$ cat config.mk
export PLATFORM = sky130hd
export DESIGN_NAME = stage_sequencer
export DESIGN_NICKNAME = d
export VERILOG_FILES = /design/src/rtl/stage_sequencer.sv
export SDC_FILE = /design/constraint.sdc
export NUM_CORES = 1
export LEC_CHECK = 0
export BUFFER_PORTS_ARGS = -buffer_cell sky130_fd_sc_hd__buf_2
export CORE_MARGIN = 5
export CORE_UTILIZATION = 55
export CTS_CLUSTER_DIAMETER = 120
export DETAILED_ROUTE_END_ITERATION = 16
export PLACE_DENSITY = 0.82
export SLEW_MARGIN = 20
export SYNTH_ARGS = -nofsm -noshare
export SYNTH_HDL_FRONTEND = slang
export SYNTH_SLANG_ARGS = --single-unit
$ cat constraint.sdc
create_clock -name clk -period 5.53 [get_ports clk]
set_input_delay 1.106 -clock clk [delete_from_list [all_inputs] [get_ports clk]]
set_output_delay 1.106 -clock clk [all_outputs]
set_load 0.05 [all_outputs]
$ cat src/rtl/stage_sequencer.sv
// Multi-cycle LEGv8 control sequencer. It walks each instruction through FETCH/DECODE/EXECUTE/(MEMORY)/WRITEBACK,
// issues one-cycle stage strobes, resolves the branch select and counts retired instructions and memory stalls.
module stage_sequencer #(
  parameter int CNT_W       = 32,
  parameter int MEM_TIMEOUT = 15
) (
  input  logic             clk,
  input  logic             reset,
  input  logic             run,
  input  logic             step,
  input  logic             halt_req,
  input  logic             mem_read,
  input  logic             mem_write,
  input  logic             branch,
  input  logic             uncond_branch,
  input  logic             zero,
  input  logic             mem_ready,
  output logic             fetch_en,
  output logic             decode_en,
  output logic             exec_en,
  output logic             wb_en,
  output logic             mem_req,
  output logic             pc_write,
  output logic             pc_src,
  output logic             busy,
  output logic             err,
  output logic [2:0]       state,
  output logic [CNT_W-1:0] instr_count,
  output logic [CNT_W-1:0] stall_count
);

  typedef enum logic [2:0] {
    ST_IDLE      = 3'd0,
    ST_FETCH     = 3'd1,
    ST_DECODE    = 3'd2,
    ST_EXECUTE   = 3'd3,
    ST_MEMORY    = 3'd4,
    ST_WRITEBACK = 3'd5,
    ST_ERROR     = 3'd7
  } state_e;

  localparam int                WAIT_W    = 8;
  localparam logic [WAIT_W-1:0] WAIT_LAST = WAIT_W'(MEM_TIMEOUT - 1);
  localparam logic [CNT_W-1:0]  CNT_MAX   = '1;

  state_e            state_q, state_d;
  logic              mem_read_q, mem_read_d;
  logic              mem_write_q, mem_write_d;
  logic              branch_q, branch_d;
  logic              uncond_branch_q, uncond_branch_d;
  logic              pc_src_q, pc_src_d;
  logic [WAIT_W-1:0] wait_cnt_q, wait_cnt_d;
  logic [CNT_W-1:0]  instr_count_q, instr_count_d;
  logic [CNT_W-1:0]  stall_count_q, stall_count_d;
  logic              halt_pending_q, halt_pending_d;
  logic              one_shot_q, one_shot_d;
  logic              err_q, err_d;
  logic              fetch_en_q, fetch_en_d;
  logic              decode_en_q, decode_en_d;
  logic              exec_en_q, exec_en_d;
  logic              mem_req_q, mem_req_d;
  logic              wb_en_q, wb_en_d;
  logic              pc_write_q, pc_write_d;
  logic              busy_q, busy_d;

  always_comb begin
    // NOTE: every _d gets a default first so this block can never infer a latch.
    state_d         = state_q;
    mem_read_d      = mem_read_q;
    mem_write_d     = mem_write_q;
    branch_d        = branch_q;
    uncond_branch_d = uncond_branch_q;
    pc_src_d        = pc_src_q;
    wait_cnt_d      = wait_cnt_q;
    instr_count_d   = instr_count_q;
    stall_count_d   = stall_count_q;
    halt_pending_d  = halt_pending_q;
    one_shot_d      = one_shot_q;
    err_d           = err_q;

    if (halt_req && (state_q != ST_IDLE) && (state_q != ST_ERROR)) halt_pending_d = 1'b1;

    unique case (state_q)
      ST_IDLE: begin
        if (run) begin
          state_d = ST_FETCH;
        end else if (step) begin
          state_d    = ST_FETCH;
          one_shot_d = 1'b1;
        end
      end
      ST_FETCH: state_d = ST_DECODE;
      ST_DECODE: begin
        mem_read_d      = mem_read;
        mem_write_d     = mem_write;
        branch_d        = branch;
        uncond_branch_d = uncond_branch;
        state_d         = ST_EXECUTE;
      end
      ST_EXECUTE: begin
        pc_src_d = uncond_branch_q | (branch_q & zero);
        if (mem_read_q || mem_write_q) begin
          state_d    = ST_MEMORY;
          wait_cnt_d = '0;
        end else begin
          state_d = ST_WRITEBACK;
        end
      end
      ST_MEMORY: begin
        // A ready arriving on the last allowed cycle still completes the access.
        if (mem_ready) begin
          state_d = ST_WRITEBACK;
        end else begin
          wait_cnt_d = wait_cnt_q + WAIT_W'(1);
          if (stall_count_q != CNT_MAX) stall_count_d = stall_count_q + CNT_W'(1);
          if (wait_cnt_q == WAIT_LAST) begin
            state_d = ST_ERROR;
            err_d   = 1'b1;
          end
        end
      end
      ST_WRITEBACK: begin
        instr_count_d  = instr_count_q + CNT_W'(1);
        halt_pending_d = 1'b0;
        one_shot_d     = 1'b0;
        if (halt_pending_q || halt_req || !run || one_shot_q) state_d = ST_IDLE;
        else                                                  state_d = ST_FETCH;
      end
      ST_ERROR: state_d = ST_ERROR;
      default:  state_d = ST_IDLE;
    endcase

    // Outputs are registered from the next state so no input reaches a strobe combinationally.
    fetch_en_d  = (state_d == ST_FETCH);
    decode_en_d = (state_d == ST_DECODE);
    exec_en_d   = (state_d == ST_EXECUTE);
    mem_req_d   = (state_d == ST_MEMORY);
    pc_write_d  = (state_d == ST_WRITEBACK);
    wb_en_d     = (state_d == ST_WRITEBACK) && !(mem_write_q || branch_q || uncond_branch_q);
    busy_d      = (state_d != ST_IDLE) && (state_d != ST_ERROR);
  end

  always_ff @(posedge clk or negedge reset) begin
    if (!reset) begin
      state_q         <= ST_IDLE;
      mem_read_q      <= 1'b0;
      mem_write_q     <= 1'b0;
      branch_q        <= 1'b0;
      uncond_branch_q <= 1'b0;
      pc_src_q        <= 1'b0;
      wait_cnt_q      <= '0;
      instr_count_q   <= '0;
      stall_count_q   <= '0;
      halt_pending_q  <= 1'b0;
      one_shot_q      <= 1'b0;
      err_q           <= 1'b0;
      fetch_en_q      <= 1'b0;
      decode_en_q     <= 1'b0;
      exec_en_q       <= 1'b0;
      mem_req_q       <= 1'b0;
      wb_en_q         <= 1'b0;
      pc_write_q      <= 1'b0;
      busy_q          <= 1'b0;
    end else begin
      // NOTE: non-blocking assignments only, so every flop updates together from the _d values.
      state_q         <= state_d;
      mem_read_q      <= mem_read_d;
      mem_write_q     <= mem_write_d;
      branch_q        <= branch_d;
      uncond_branch_q <= uncond_branch_d;
      pc_src_q        <= pc_src_d;
      wait_cnt_q      <= wait_cnt_d;
      instr_count_q   <= instr_count_d;
      stall_count_q   <= stall_count_d;
      halt_pending_q  <= halt_pending_d;
      one_shot_q      <= one_shot_d;
      err_q           <= err_d;
      fetch_en_q      <= fetch_en_d;
      decode_en_q     <= decode_en_d;
      exec_en_q       <= exec_en_d;
      mem_req_q       <= mem_req_d;
      wb_en_q         <= wb_en_d;
      pc_write_q      <= pc_write_d;
      busy_q          <= busy_d;
    end
  end

  assign fetch_en    = fetch_en_q;
  assign decode_en   = decode_en_q;
  assign exec_en     = exec_en_q;
  assign wb_en       = wb_en_q;
  assign mem_req     = mem_req_q;
  assign pc_write    = pc_write_q;
  assign pc_src      = pc_src_q;
  assign busy        = busy_q;
  assign err         = err_q;
  assign state       = state_q;
  assign instr_count = instr_count_q;
  assign stall_count = stall_count_q;

endmodule

# ---- Word-level counts from Yosys, hierarchy flattened
# Cells that the tools add are included.
dict set report totals {
  n_memories 0
  rom_bits 0
  reg_bits 90
  ram_bits 0
  latch_bits 0
  out_inout_bits 76
}
dict set report op_classes {
  muxes 15
  eq_ne 19
  n_reduce_logical 22
  div 0
  addsub 3
  order_cmp 0
  multipliers 0
  shift 0
  bitwise_logic 3
}
# operator n
set ops {}
lappend ops {{$add A32 B1 Y32 const B} 2}
lappend ops {{$ne A32 B32 Y1 const B} 1}
lappend ops {{$pmux W3 S7} 1}
lappend ops {{$mux W8} 2}
lappend ops {{$pmux W8 S2} 1}
lappend ops {{$eq A3 B3 Y1 const B} 5}
lappend ops {{$eq A3 B2 Y1 const B} 4}
lappend ops {{$mux W3} 4}
lappend ops {{$reduce_and A3 Y1} 4}
lappend ops {{$add A8 B1 Y8 const B} 1}
lappend ops {{$eq A8 B4 Y1 const B} 1}
lappend ops {{$ne A2 B2 Y1 const B} 4}
lappend ops {{$eq A3 B1 Y1 const B} 2}
lappend ops {{$logic_or A1 B1 Y1} 6}
lappend ops {{$mux W1} 6}
lappend ops {{$ne A3 B3 Y1 const B} 2}
lappend ops {{$reduce_bool A2 Y1} 3}
lappend ops {{$reduce_bool A3 Y1} 2}
lappend ops {{$logic_and A1 B1 Y1} 4}
lappend ops {{$logic_not A3 Y1} 1}
lappend ops {{$logic_not A1 Y1} 2}
lappend ops {{$pmux W1 S2} 1}
lappend ops {{$and A1 B1 Y1} 1}
lappend ops {{$not A1 Y1} 1}
lappend ops {{$or A1 B1 Y1} 1}

# ---- Depth between registers and ports, before layout
# Gate-level depths: netlist (run 1).
dict set report logic_depth {
  word_depth 7
  mapped_depth 7
  ltp_nobuf 7
}

# ---- Worst setup path after synthesis (run 1)
# OpenSTA, ideal clock, no wires.
dict set report synth_path {
  kind {in2reg}
  start {in mem_ready}
  end {reg stall_count_q[19], in the netlist stall_count[19]}
  arrival_time_ns 2.579
  path_stages 6
  setup_time_ns 0.142
  required_time_ns 5.388
  slack_ns 2.809
  n_path_buf 1
  cell_sequence {or4b_1 > buf_2 > nor4_4 > o311a_2 > nand4_1 > xnor2_1}
}
dict set report synth_via {
  elab_chain_len 2
}
# element line_no
set synth_lines {}
lappend synth_lines {{start: declaration} 17} ;# input logic mem_ready,
lappend synth_lines {{$not A1 Y1 (no source line)} --}
lappend synth_lines {{$reduce_and A3 Y1 (no source line)} --}
lappend synth_lines {{end signal: assignment} 174} ;# stall_count_q <= stall_count_d;
lappend synth_lines {{end: declaration} 54} ;# logic [CNT_W-1:0] stall_count_q, stall_count_d;
# Every way passes these cells.
# A chain may end at the register's enable or synchronous reset.

# ---- Final worst setup path (run 1)
# Same ends and word-level chain as after synthesis.

==> results by group, run 1 <==
Yosys
  – Top FF cell, synth: dfrtp_1
  – Syn Area/Cell: 10.8 um^2
  – EDFF count, synth: 0
  – Netlist Area Pre-Place: 0.00414 mm^2
  – Synth Register Bits: 90
  – Register area share after synthesis: 54.4%
  – Distinct cells, synth: 40
  – Gate Count Post-Synth: 383
  – Syn nets: 398
  – FFs w/ async S/R, synth: 100%
  – Synth warn: 0

Power and ir drop
  – Pwr per Cell Area: 377 mW/mm^2
  – Leakage power: 2.44 nW
  – Tot Pwr: 1.86 mW
  – Worst vdd ir: 0.288 mV

Global routing
  – Grt ovf: 0
  – Vias in the first global route: 3222
  – GRT Util Overall: 19.4%
  – Global-route wire length before repair: 15300 um
  – Initial antenna violation count: 0
  – Largest net degree at the start of global routing: 91

STA
  – Tmin final: 2.71 ns
  – Setup tns final: 0 ns
  – Measured slew at the worst slew-check pin: 0.859 ns
  – Fmax: 0.369 GHz
  – RSZ-0062 raised after global routing: no
  – Setup violations, final: 0
  – Clk_skew: 0.0123 ns
  – Hold Fails Final Rpt: 0
  – Worst relative slew slack: 42.2%
  – Part of the cycle the worst path needs: 49.0%
  – Slew Limit Fails: 0

Floorplan
  – Ports: 87
  – Die W: 96.7 um
  – Die area: 0.00935 mm^2
  – Effective utilization at floorplan: 56.7%
  – Num rows: 31
  – Die height: 96.7 um
  – Core area: 0.00729 mm^2

Finish
  – Fill count: 606
  – Layout cells sized above 1: 22.9%
  – Final cell area excluding filler cells: 0.00492 mm^2
  – Diode count: 0
  – Nets: 490
  – Final Core Density: 67.5%
  – Layout area overhead: 19.0%

Placement
  – I/O Buffers: 86
  – Hpwl dp: 6380 um
  – Dpl cell area: 0.00467 mm^2
  – Global placement routability congestion: 0.802

CTS
  – Post-CTS Setup Repair Bufs: 0
  – CTS buffer count: 9
  – H-tree Lvls: 3
  – CTS Root Cell: clkbuf_8
  – # hold bufs at CTS: 0
  – Clock sink count: 90
  – # resized after CTS: 0
  – CTS clk-pin slew, worst paths: 0.08 ns
  – CTS tree: yes
  – Worst skew pair latency: 0.35 ns
  – CTS max path bufs: 2

Setup path
  – CP startpoint kind: input port
  – Worst EP arrival: 2.94 ns
  – Crit path buffers/inverters: 1
  – Critical R2R Capture: stall_count[19]$_DFFE_PN0P_
  – Setup slack, reg-to-reg: 3.06 ns
  – Crit-path max cell delay: 0.67 ns
  – Worst Setup End Kind: register
  – Top delay family on crit path: simple AND/OR/NAND/NOR gates
  – CP max FO: 9
  – Critical path class: in -> reg
  – Reg2Reg Depth: 5
  – Crit path cell chain: buf_2, or4b_1, nor4_4, o311a_2, nand4_1, xnor2_1
  – Critical path's slowest cell: or4b_1
  – Worst R2R Start: state[2]$_DFF_PN0_
  – WP data required: 5.76 ns

Worst hold path
  – Hold Path Cell Cnt: 1
  – Worst hold path type: reg -> reg
  – Start point of the worst min-delay path: err$_DFFE_PN0P_
  – Worst Hold End: err$_DFFE_PN0P_

Drt
  – Residual DRC: 0
  – Vias: 3258
  – ANT nets after route: 0
  – Wire per inst: 15.3 um
  – Pre-Repair DR Iteration Count: 4
  – Avg Vias per Cell: 5.63
  – Final wirelength: 8840 um
  – Drt initial violations: 159

Run
  – Max_cap viols: 0

Outcome
  – Status: finished clean
[sequential cells by signal, summed over array words and instances (netlist names), 3 cells and up]
register     cells
state            3
wait_cnt_q       8
stall_count     32
instr_count     32
[cells by family after synthesis]
family | synth area share (%)
AND/OR/NAND/NOR | 23.4
adder cells (fa/ha/maj) | 1.21
flip-flops | 54.4
AO/OA/AOI/OAI | 5.05
buffers and inverters | 0.847
multiplexers | 1.91
XOR/XNOR | 13.1
[synthesized netlist by cell type (8+ instances only)]
cell type | instances | area, um^2
dfrtp_1 | 90 | 2250
xnor2_1 | 46 | 403
nand2_1 | 41 | 154
nor2_1 | 26 | 97.6
nand3_1 | 23 | 115
nand4_1 | 20 | 125
xor2_1 | 16 | 140
and3_1 | 15 | 93.8
and4_1 | 14 | 123
o21ai_0 | 13 | 65.1
a21oi_1 | 12 | 60.1
nor3_1 | 8 | 40.0
[how the worst max path moves through the flow]
stage,start,end,depth (start not counted)
after global placement,mem_ready,stall_count[19]$_DFFE_PN0P_,6
after global routing,mem_ready,stall_count[18]$_DFFE_PN0P_,5
after floorplan,mem_ready,stall_count[19]$_DFFE_PN0P_,6
final,mem_ready,stall_count[19]$_DFFE_PN0P_,6
after CTS,mem_ready,stall_count[18]$_DFFE_PN0P_,5
after detailed placement,mem_ready,stall_count[19]$_DFFE_PN0P_,6
[cells in the final DEF, fill, tap and decap left out, types with 3 or more instances in the layout]
cell type | Yosys | routed
clkbuf_8 | 0 | 10
nor2_1 | 26 | 26
or4_1 | 3 | 3
buf_2 | 1 | 85
bufinv_16 | 0 | 3
a21oi_1 | 12 | 12
o21ai_0 | 13 | 13
and4_1 | 14 | 14
xor2_1 | 16 | 16
a31oi_1 | 3 | 3
inv_1 | 4 | 4
and3_1 | 15 | 15
nand2_1 | 41 | 41
dfrtp_1 | 90 | 90
nand3_1 | 23 | 23
nand4_1 | 20 | 20
and2_1 | 6 | 6
mux2_2 | 7 | 7
ha_1 | 4 | 4
nor3_1 | 8 | 8
nor4_1 | 3 | 3
xnor2_1 | 46 | 46
[metrics by stage]
stage,instances,hold WS (ns),setup slack (ns)
detailed placement,563,0.442,2.48
finish,579,0.462,2.82
CTS,579,0.461,2.84
floorplan,383,0.428,2.81
global route,579,0.476,2.71
global placement,563,0.441,2.54
[worst register-to-register path, cell delays in order (launching register included)]
cell,delay (ns)
dfrtp_1,0.66
or4b_1,0.68
nor4_4,0.42
o311a_2,0.33
nand4_1,0.13
xnor2_1,0.14
[per-layer routing]
layer | up-vias | share of wire, % | track usage [%]
li1 | 1540 | - | -
met1 | 1613 | 43 | 24.8
met2 | 86 | 48 | 31.4
met3 | 19 | 6.3 | 5.04
met4 | 0 | 2.2 | 8.10
met5 | - | 0 | 0
[layout make-up]
class	count	area [um^2]	share of cell area (%)
sequential	90	2250	45.8
multi-input combinational	284	1850	37.6
timing repair buffer	86	437	8.87
clock buffer	12	145	2.95
tap	99	124	2.52
clock inverter	4	98.8	2.01
inverter	4	15.0	0.305
[power breakdown]
part / switching [mW] / internal, mW
clock: 0.218 / 0.314
combinational: 0.337 / 0.141
sequential: 0.106 / 0.740
total: 0.661 / 1.20
(Power assumes the default switching activity.)
==> run 2: changes to the inputs <==
Settings changed: CORE_UTILIZATION 55 to 54, PLACE_DENSITY 0.82 to 0.81.
Clock period 5.53 ns to 2.6 ns, I/O delays scaled along.
==> run 2 against run 1 <==
Against the previous run:
- sequential share of layout area fell by 0.63 points
- global-route usage grew 0.096 points
- design area grew 1.4%
- critical path depth shrank 1
- clock power rose by 100%
- via count decreased by 0.89%
- non-clock buffer count is 9 higher
- die area increased by 1.7%
- critical endpoint unchanged
==> results by group, run 2 (synthesized netlist as in run 1, its figures left out) <==
STA
  – Setup tns final: 0 ns (unchanged)
  – Clk_skew: 0.0119 ns (-0.000489 ns)
  – Fmax: 0.456 GHz
  – Hold Fails Final Rpt: 0 (unchanged)
  – Setup violations, final: 0 (unchanged)
  – Hold slack: 0.154 ns (-0.308 ns)
  – Slew Limit Fails: 0 (unchanged)
  – RSZ-0062 raised after global routing: no
  – Worst relative slew slack: 53.1% (+11 points)
  – Part of the cycle the worst path needs: 84.3%
  – Tmin final: 2.19 ns
  – Setup ws final: 0.408 ns (-2.41 ns)
  – Measured slew at the worst slew-check pin: 0.702 ns (-0.157 ns)

Setup path
  – Critical R2R Capture: stall_count[19]$_DFFE_PN0P_
  – CP startpoint kind: register
  – Worst EP arrival: 2.43 ns (-0.51 ns)
  – CP endpoint: stall_count[19]$_DFFE_PN0P_
  – Critical path class: reg -> reg
  – CP max FO: 7 (-2)
  – Setup slack, reg-to-reg: 0.41 ns (-2.65 ns)
  – Worst Setup End Kind: register
  – WP data required: 2.84 ns (-2.92 ns)
  – Worst R2R Start: state[1]$_DFF_PN0_
  – Crit path launch: state[1]$_DFF_PN0_
  – Reg2Reg Depth: 5 (unchanged)

Global routing
  – Largest net degree at the start of global routing: 48 (-47%)
  – Met2 Use GR: 30.8% (-0.53 points)
  – GRT Util Overall: 19.5% (+0.096 points)
  – Grt ovf: 0 (unchanged)
  – GR peak layer: met2
  – Vias in the first global route: 3123 (-3.1%)
  – Initial antenna violation count: 0 (unchanged)
  – Global-route wire length before repair: 15200 um (-0.31%)
  – M1 GR Usage: 26.6% (+1.8 points)
  – Grt met3 use: 4.24% (-0.80 points)

CTS
  – Worst skew pair latency: 0.35 ns (about the same)
  – # resized after CTS: 0 (unchanged)
  – CTS Root Cell: clkbuf_8
  – CTS max path bufs: 2 (unchanged)
  – CTS buffer count: 9 (unchanged)
  – H-tree Lvls: 3 (unchanged)
  – CTS clk-pin slew, worst paths: 0.10 ns (+0.02 ns)
  – Post-CTS Setup Repair Bufs: 0 (unchanged)
  – # hold bufs at CTS: 0 (unchanged)
  – CTS tree: yes
  – Clock sink count: 90 (unchanged)

Finish
  – Nets: 499 (+1.8%)
  – Commonest non-fill, non-tap cell in the layout: dfrtp_1
  – Most frequent cells in the layout: dfrtp_1 (90), buf_2 (85), xnor2_1 (46), nand2_1 (41), nor2_1 (26)
  – Fill count: 624 (+3.0%)
  – Diode count: 0 (unchanged)
  – Layout cells sized above 1: 24.7% (+1.8 points)
  – Layout area overhead: 20.6%
  – Final cell area excluding filler cells: 0.00499 mm^2 (+1.4%)

Placement
  – Pre-CTS WS: 0.233 ns (-2.24 ns)
  – I/O Buffers: 86 (unchanged)
  – Global placement routability congestion: 0.866 (+8.0%)
  – Hpwl dp: 6590 um (+3.4%)
  – Dpl cell area: 0.00476 mm^2 (+1.8%)

Power and ir drop
  – Leakage power: 2.49 nW (+1.8%)
  – Worst vdd ir: 0.645 mV (+120%)
  – Pwr per Cell Area: 791 mW/mm^2 (+110%)

Outcome
  – Status: finished clean

Floorplan
  – Die height: 97.5 um (+0.83%)
  – Core area: 0.00761 mm^2 (+4.3%)
  – Ports: 87 (unchanged)
  – Die area: 0.00951 mm^2 (+1.7%)
  – Die W: 97.5 um (+0.83%)
  – Effective utilization at floorplan: 54.4% (-2.4 points)
  – Num rows: 32 (+3.2%)

Drt
  – Final wirelength: 8940 um (+1.1%)
  – Drt initial violations: 133 (-16%)
  – Wire per inst: 15.1 um (-0.92%)
  – Vias: 3229 (-0.89%)
  – Avg Vias per Cell: 5.46 (-2.9%)
  – Pre-Repair DR Iteration Count: 4 (unchanged)
  – Residual DRC: 0 (unchanged)
  – ANT nets after route: 0 (unchanged)

Worst hold path
  – Worst hold path type: in -> async

Run
  – Max_cap viols: 0 (unchanged)
==> run 2: changes by cell type in the layout (fill, tap and decap cells not counted), sizes merged <==
cell,previous run,this run
bufinv,3,2
clkbuf,12,10
buf,86,95
inv,4,7
==> run 2: worst min-delay path by stage <==
stage                                from                          end  cells past startpoint
after floorplan                     reset         branch_q$_DFFE_PN0P_                      0
after global placement    err$_DFFE_PN0P_              err$_DFFE_PN0P_                      1
after detailed placement  err$_DFFE_PN0P_              err$_DFFE_PN0P_                      1
after CTS                           reset  instr_count[29]$_DFFE_PN0N_                      1
after global routing                reset  instr_count[22]$_DFFE_PN0N_                      1
final                               reset  instr_count[31]$_DFFE_PN0N_                      1
==> run 2: layer usage <==
metal,share of wire (%),vias up
li1,-,1568
met1,45,1579
met2,49,69
met3,4.2,13
met4,1.7,0
met5,0,-
==> run 2: critical path, stage by stage (launching register included) <==
cell     delay, ns
dfrtp_1       0.44
or4b_1        0.66
nor4_4        0.38
o311a_2       0.31
nand4_1       0.13
xnor2_1       0.16
==> run 2: through the flow <==
| step | utilization (%) | power [mW] | instances |
|---|---|---|---|
| after floorplan | - | 2.56 | 383 |
| after global routing | 65.6 | 4.17 | 591 |
| final | 65.6 | 3.95 | 591 |
| after detailed placement | 62.5 | 2.90 | 575 |
| after CTS | 65.6 | 3.99 | 591 |
| after global placement | 62.5 | 2.86 | 575 |
==> run 2: layout make-up <==
class	instances	area (um^2)	share of cell area, %
Sequential cell	90	2250	45.1
Multi-Input combinational cell	284	1850	37.1
Timing Repair Buffer	95	513	10.3
Clock buffer	10	138	2.76
Tap cell	102	128	2.56
Clock inverter	6	95.1	1.91
Inverter	4	15.0	0.301
==> run 2: power by group <==
| group | internal, mW | switching (mW) | total [mW] | leakage [nW] |
|---|---|---|---|---|
| registers | 1.57 | 0.163 | 1.74 | 1.22 |
| clock network | 0.580 | 0.505 | 1.08 | 0.118 |
| logic | 0.339 | 0.788 | 1.13 | 1.16 |
==> run 3: changes to the inputs <==
Settings changed: ABC_AREA from default to 1, CORE_UTILIZATION 54 to 51, PLACE_DENSITY 0.81 to 0.78.
Clock period 2.6 ns to 1.96 ns, I/O delays scaled along.
==> run 3 against run 2 <==
Against the previous run:
- design area grew 19%
- critical endpoint is now stall_count[5]$_DFFE_PN0P_
- combinational power grew 57%
- sequential power grew 34%
- highest routed layer unchanged
- largest power group unchanged
- first-iteration DRC count grew 120%
- global-route usage grew 2.7 points
- power grew 41%
==> results by group, run 3 <==
Yosys
  – Mux cell area share after synthesis: 0% (-1.9 points)
  – Simple-gate portion of the synthesized area: 40.9% (+18 points)
  – Synth Area in Compound Gates: 2.73% (-2.3 points)
  – Top FF cell, synth: dfrtp_1
  – Post-synth top cells: nand2_1 (315), nor2_1 (104), dfrtp_1 (90)
  – Syn Area/Cell: 7.12 um^2 (-34%)
  – Yosys top cell by area: dfrtp_1
  – Synth top area cells: dfrtp_1 (44%), nand2_1 (23%), nor2_1 (7.7%)
  – Top-area cell type share of the netlist area: 44.3% (-10 points)
  – Xor/xnor share of the synthesized area: 5.85% (-7.3 points)
  – FFs w/ async S/R, synth: 100% (unchanged)
  – Synth Area in Adders: 0.984% (-0.23 points)
  – EDFF count, synth: 0 (unchanged)
  – Distinct cells, synth: 27 (-33%)
  – Netlist Area Pre-Place: 0.00509 mm^2 (+23%)
  – Synth Register Bits: 90 (unchanged)
  – Synth warn: 0 (unchanged)
  – Register area share after synthesis: 44.3% (-10 points)
  – Count leader, synth: nand2_1
  – Gate Count Post-Synth: 715 (+87%)
  – Main combinational cell family by area after synthesis: simple AND/OR/NAND/NOR gates
  – Syn nets: 730 (+83%)

Setup path
  – Critical R2R Capture: stall_count[5]$_DFFE_PN0P_
  – Reg2Reg Depth: 10 (+5)
  – Worst R2R Start: stall_count[0]$_DFFE_PN0P_
  – CP startpoint kind: register
  – Critical path class: reg -> reg
  – Setup slack, reg-to-reg: 0.17 ns (-0.24 ns)
  – Worst EP arrival: 2.09 ns (-0.34 ns)
  – Worst Setup End Kind: register
  – CP max FO: 34 (+27)
  – WP data required: 2.26 ns (-0.58 ns)

Power and ir drop
  – Tot Pwr: 5.56 mW (+41%)
  – Leakage power: 3.07 nW (+23%)
  – Worst vdd ir: 0.839 mV (+30%)
  – Pwr per Cell Area: 936 mW/mm^2 (+18%)

STA
  – RSZ-0062 raised after global routing: no
  – Worst relative slew slack: 64.8% (+12 points)
  – Setup violations, final: 0 (unchanged)
  – Slew Limit Fails: 0 (unchanged)
  – Measured slew at the worst slew-check pin: 0.528 ns (-0.173 ns)
  – Fmax: 0.559 GHz (+22%)
  – Part of the cycle the worst path needs: 91.3% (+7.0 points)
  – Hold Fails Final Rpt: 0 (unchanged)
  – Tmin final: 1.79 ns (-0.401 ns)
  – Setup tns final: 0 ns (unchanged)
  – Clk_skew: 0.0131 ns (+0.00125 ns)

Global routing
  – Initial antenna violation count: 0 (unchanged)
  – Largest net degree at the start of global routing: 39 (-19%)
  – GRT Util Overall: 22.2% (+2.7 points)
  – Vias in the first global route: 4638 (+49%)
  – Grt ovf: 0 (unchanged)
  – Global-route wire length before repair: 21300 um (+40%)

CTS
  – CTS Root Cell: clkbuf_8
  – Post-CTS Setup Repair Bufs: 0 (unchanged)
  – CTS buffer count: 9 (unchanged)
  – Clock sink count: 90 (unchanged)
  – CTS tree: yes
  – CTS clk-pin slew, worst paths: 0.10 ns (about the same)
  – Worst skew pair latency: 0.38 ns (+0.03 ns)
  – H-tree Lvls: 3 (unchanged)
  – CTS max path bufs: 2 (unchanged)

Drt
  – ANT nets after route: 0 (unchanged)
  – Residual DRC: 0 (unchanged)
  – Avg Vias per Cell: 5.08 (-7.1%)
  – Drt initial violations: 296 (+120%)
  – Wire per inst: 13.2 um (-13%)
  – Pre-Repair DR Iteration Count: 5 (+1)
  – Vias: 4819 (+49%)
  – Final wirelength: 12600 um (+40%)

Floorplan
  – Die W: 110 um (+13%)
  – Die height: 110 um (+13%)
  – Die area: 0.0121 mm^2 (+27%)
  – Ports: 87 (unchanged)
  – Num rows: 36 (+13%)
  – Core area: 0.00977 mm^2 (+28%)
  – Effective utilization at floorplan: 52.1% (-2.3 points)

Worst hold path
  – Hold Path Cell Cnt: 3
  – Worst hold path type: in -> reg
  – Worst Hold End: mem_read_q$_DFFE_PN0P_
  – Start point of the worst min-delay path: mem_read

Placement
  – I/O Buffers: 86 (unchanged)
  – Hpwl dp: 9430 um (+43%)
  – Global placement routability congestion: 0.937 (+8.2%)
  – Dpl cell area: 0.00570 mm^2 (+20%)

Run
  – Max_cap viols: 0 (unchanged)

Finish
  – Most frequent cells in the layout: nand2_1 (314), nor2_1 (104), dfrtp_1 (88), buf_2 (85), inv_1 (51)
  – Layout area overhead: 16.7%
  – Nets: 826 (+66%)
  – Final cell area excluding filler cells: 0.00594 mm^2 (+19%)
  – Commonest non-fill, non-tap cell in the layout: nand2_1
  – Fill count: 922 (+48%)
  – Diode count: 0 (unchanged)
  – Layout cells sized above 1: 15.4% (-9.3 points)

Outcome
  – Status: finished clean
-- run 3: critical path, stage by stage (launching register included) --
cell and delay [ns]:
dfrtp_2 0.44, ha_1 0.22, inv_2 0.06, nor2_4 0.17
nand2_2 0.11, nor2_4 0.16, nand3_2 0.10, nand2_4 0.10
buf_12 0.19, nand2_1 0.07, o21ai_0 0.08
-- run 3: worst max path at each step --
stage,start,end,slack [ns]
finish,stall_count[0]$_DFFE_PN0P_,stall_count[5]$_DFFE_PN0P_,0.17
floorplan,stall_count[0]$_DFFE_PN0P_,stall_count[12]$_DFFE_PN0P_,0.07
CTS,stall_count[0]$_DFFE_PN0P_,stall_count[5]$_DFFE_PN0P_,0.19
global placement,state[1]$_DFF_PN0_,wait_cnt_q[4]$_DFFE_PN0P_,0.26
detailed placement,stall_count[0]$_DFFE_PN0P_,stall_count[5]$_DFFE_PN0P_,0.19
global route,stall_count[0]$_DFFE_PN0P_,stall_count[28]$_DFFE_PN0P_,0.02
-- run 3: cells by family after synthesis --
kind of cell,count (synthesis)
compound gates,27
fa+ha+maj,4
buf+inv,63
simple gates,497
xor+xnor,34
flops,90
-- run 3: repair_timing --
item                                    4_1_cts  5_1_grt
resized for setup                             0        1
hold buffers                                  1        0
hold endpoints to repair                     17        0
endpoints found under the setup margin        0        1
-- run 3: through the flow --
step | utilization (%) | cells | hold slack, ns | setup WS, ns
after floorplan | - | 715 | 0.0964 | 0.0678
after global placement | 58.3 | 932 | 0.400 | 0.262
after detailed placement | 58.3 | 932 | 0.407 | 0.191
after CTS | 60.7 | 949 | 0.209 | 0.185
after global routing | 60.7 | 949 | 0.217 | 0.0183
final | 60.7 | 949 | 0.215 | 0.170
-- run 3: final cells by class --
type | instances | area, um^2 | share of cell area (%)
Clock buffer | 9 | 124 | 2.09
Clock inverter | 7 | 98.8 | 1.66
Inverter | 55 | 209 | 3.52
Multi-Input combinational cell | 562 | 2570 | 43.3
Sequential cell | 90 | 2250 | 38.0
Tap cell | 133 | 166 | 2.80
Timing Repair Buffer | 93 | 513 | 8.64
-- run 3: metal layers --
metal  vias to the layer above  track usage (%)  share of wire, %
li1                       2418                -                 -
met1                      2238             30.1                46
met2                       139             36.0                47
met3                        24             3.58               5.9
met4                         0             8.28               1.6
met5                         -                0                 0
-- run 3: report_power, final --
group / total, mW / switching (mW) / internal (mW)
Sequential: 2.33 / 0.225 / 2.11
Clock: 1.45 / 0.721 / 0.732
Combinational: 1.77 / 1.34 / 0.437
Total: 5.56 / 2.28 / 3.28
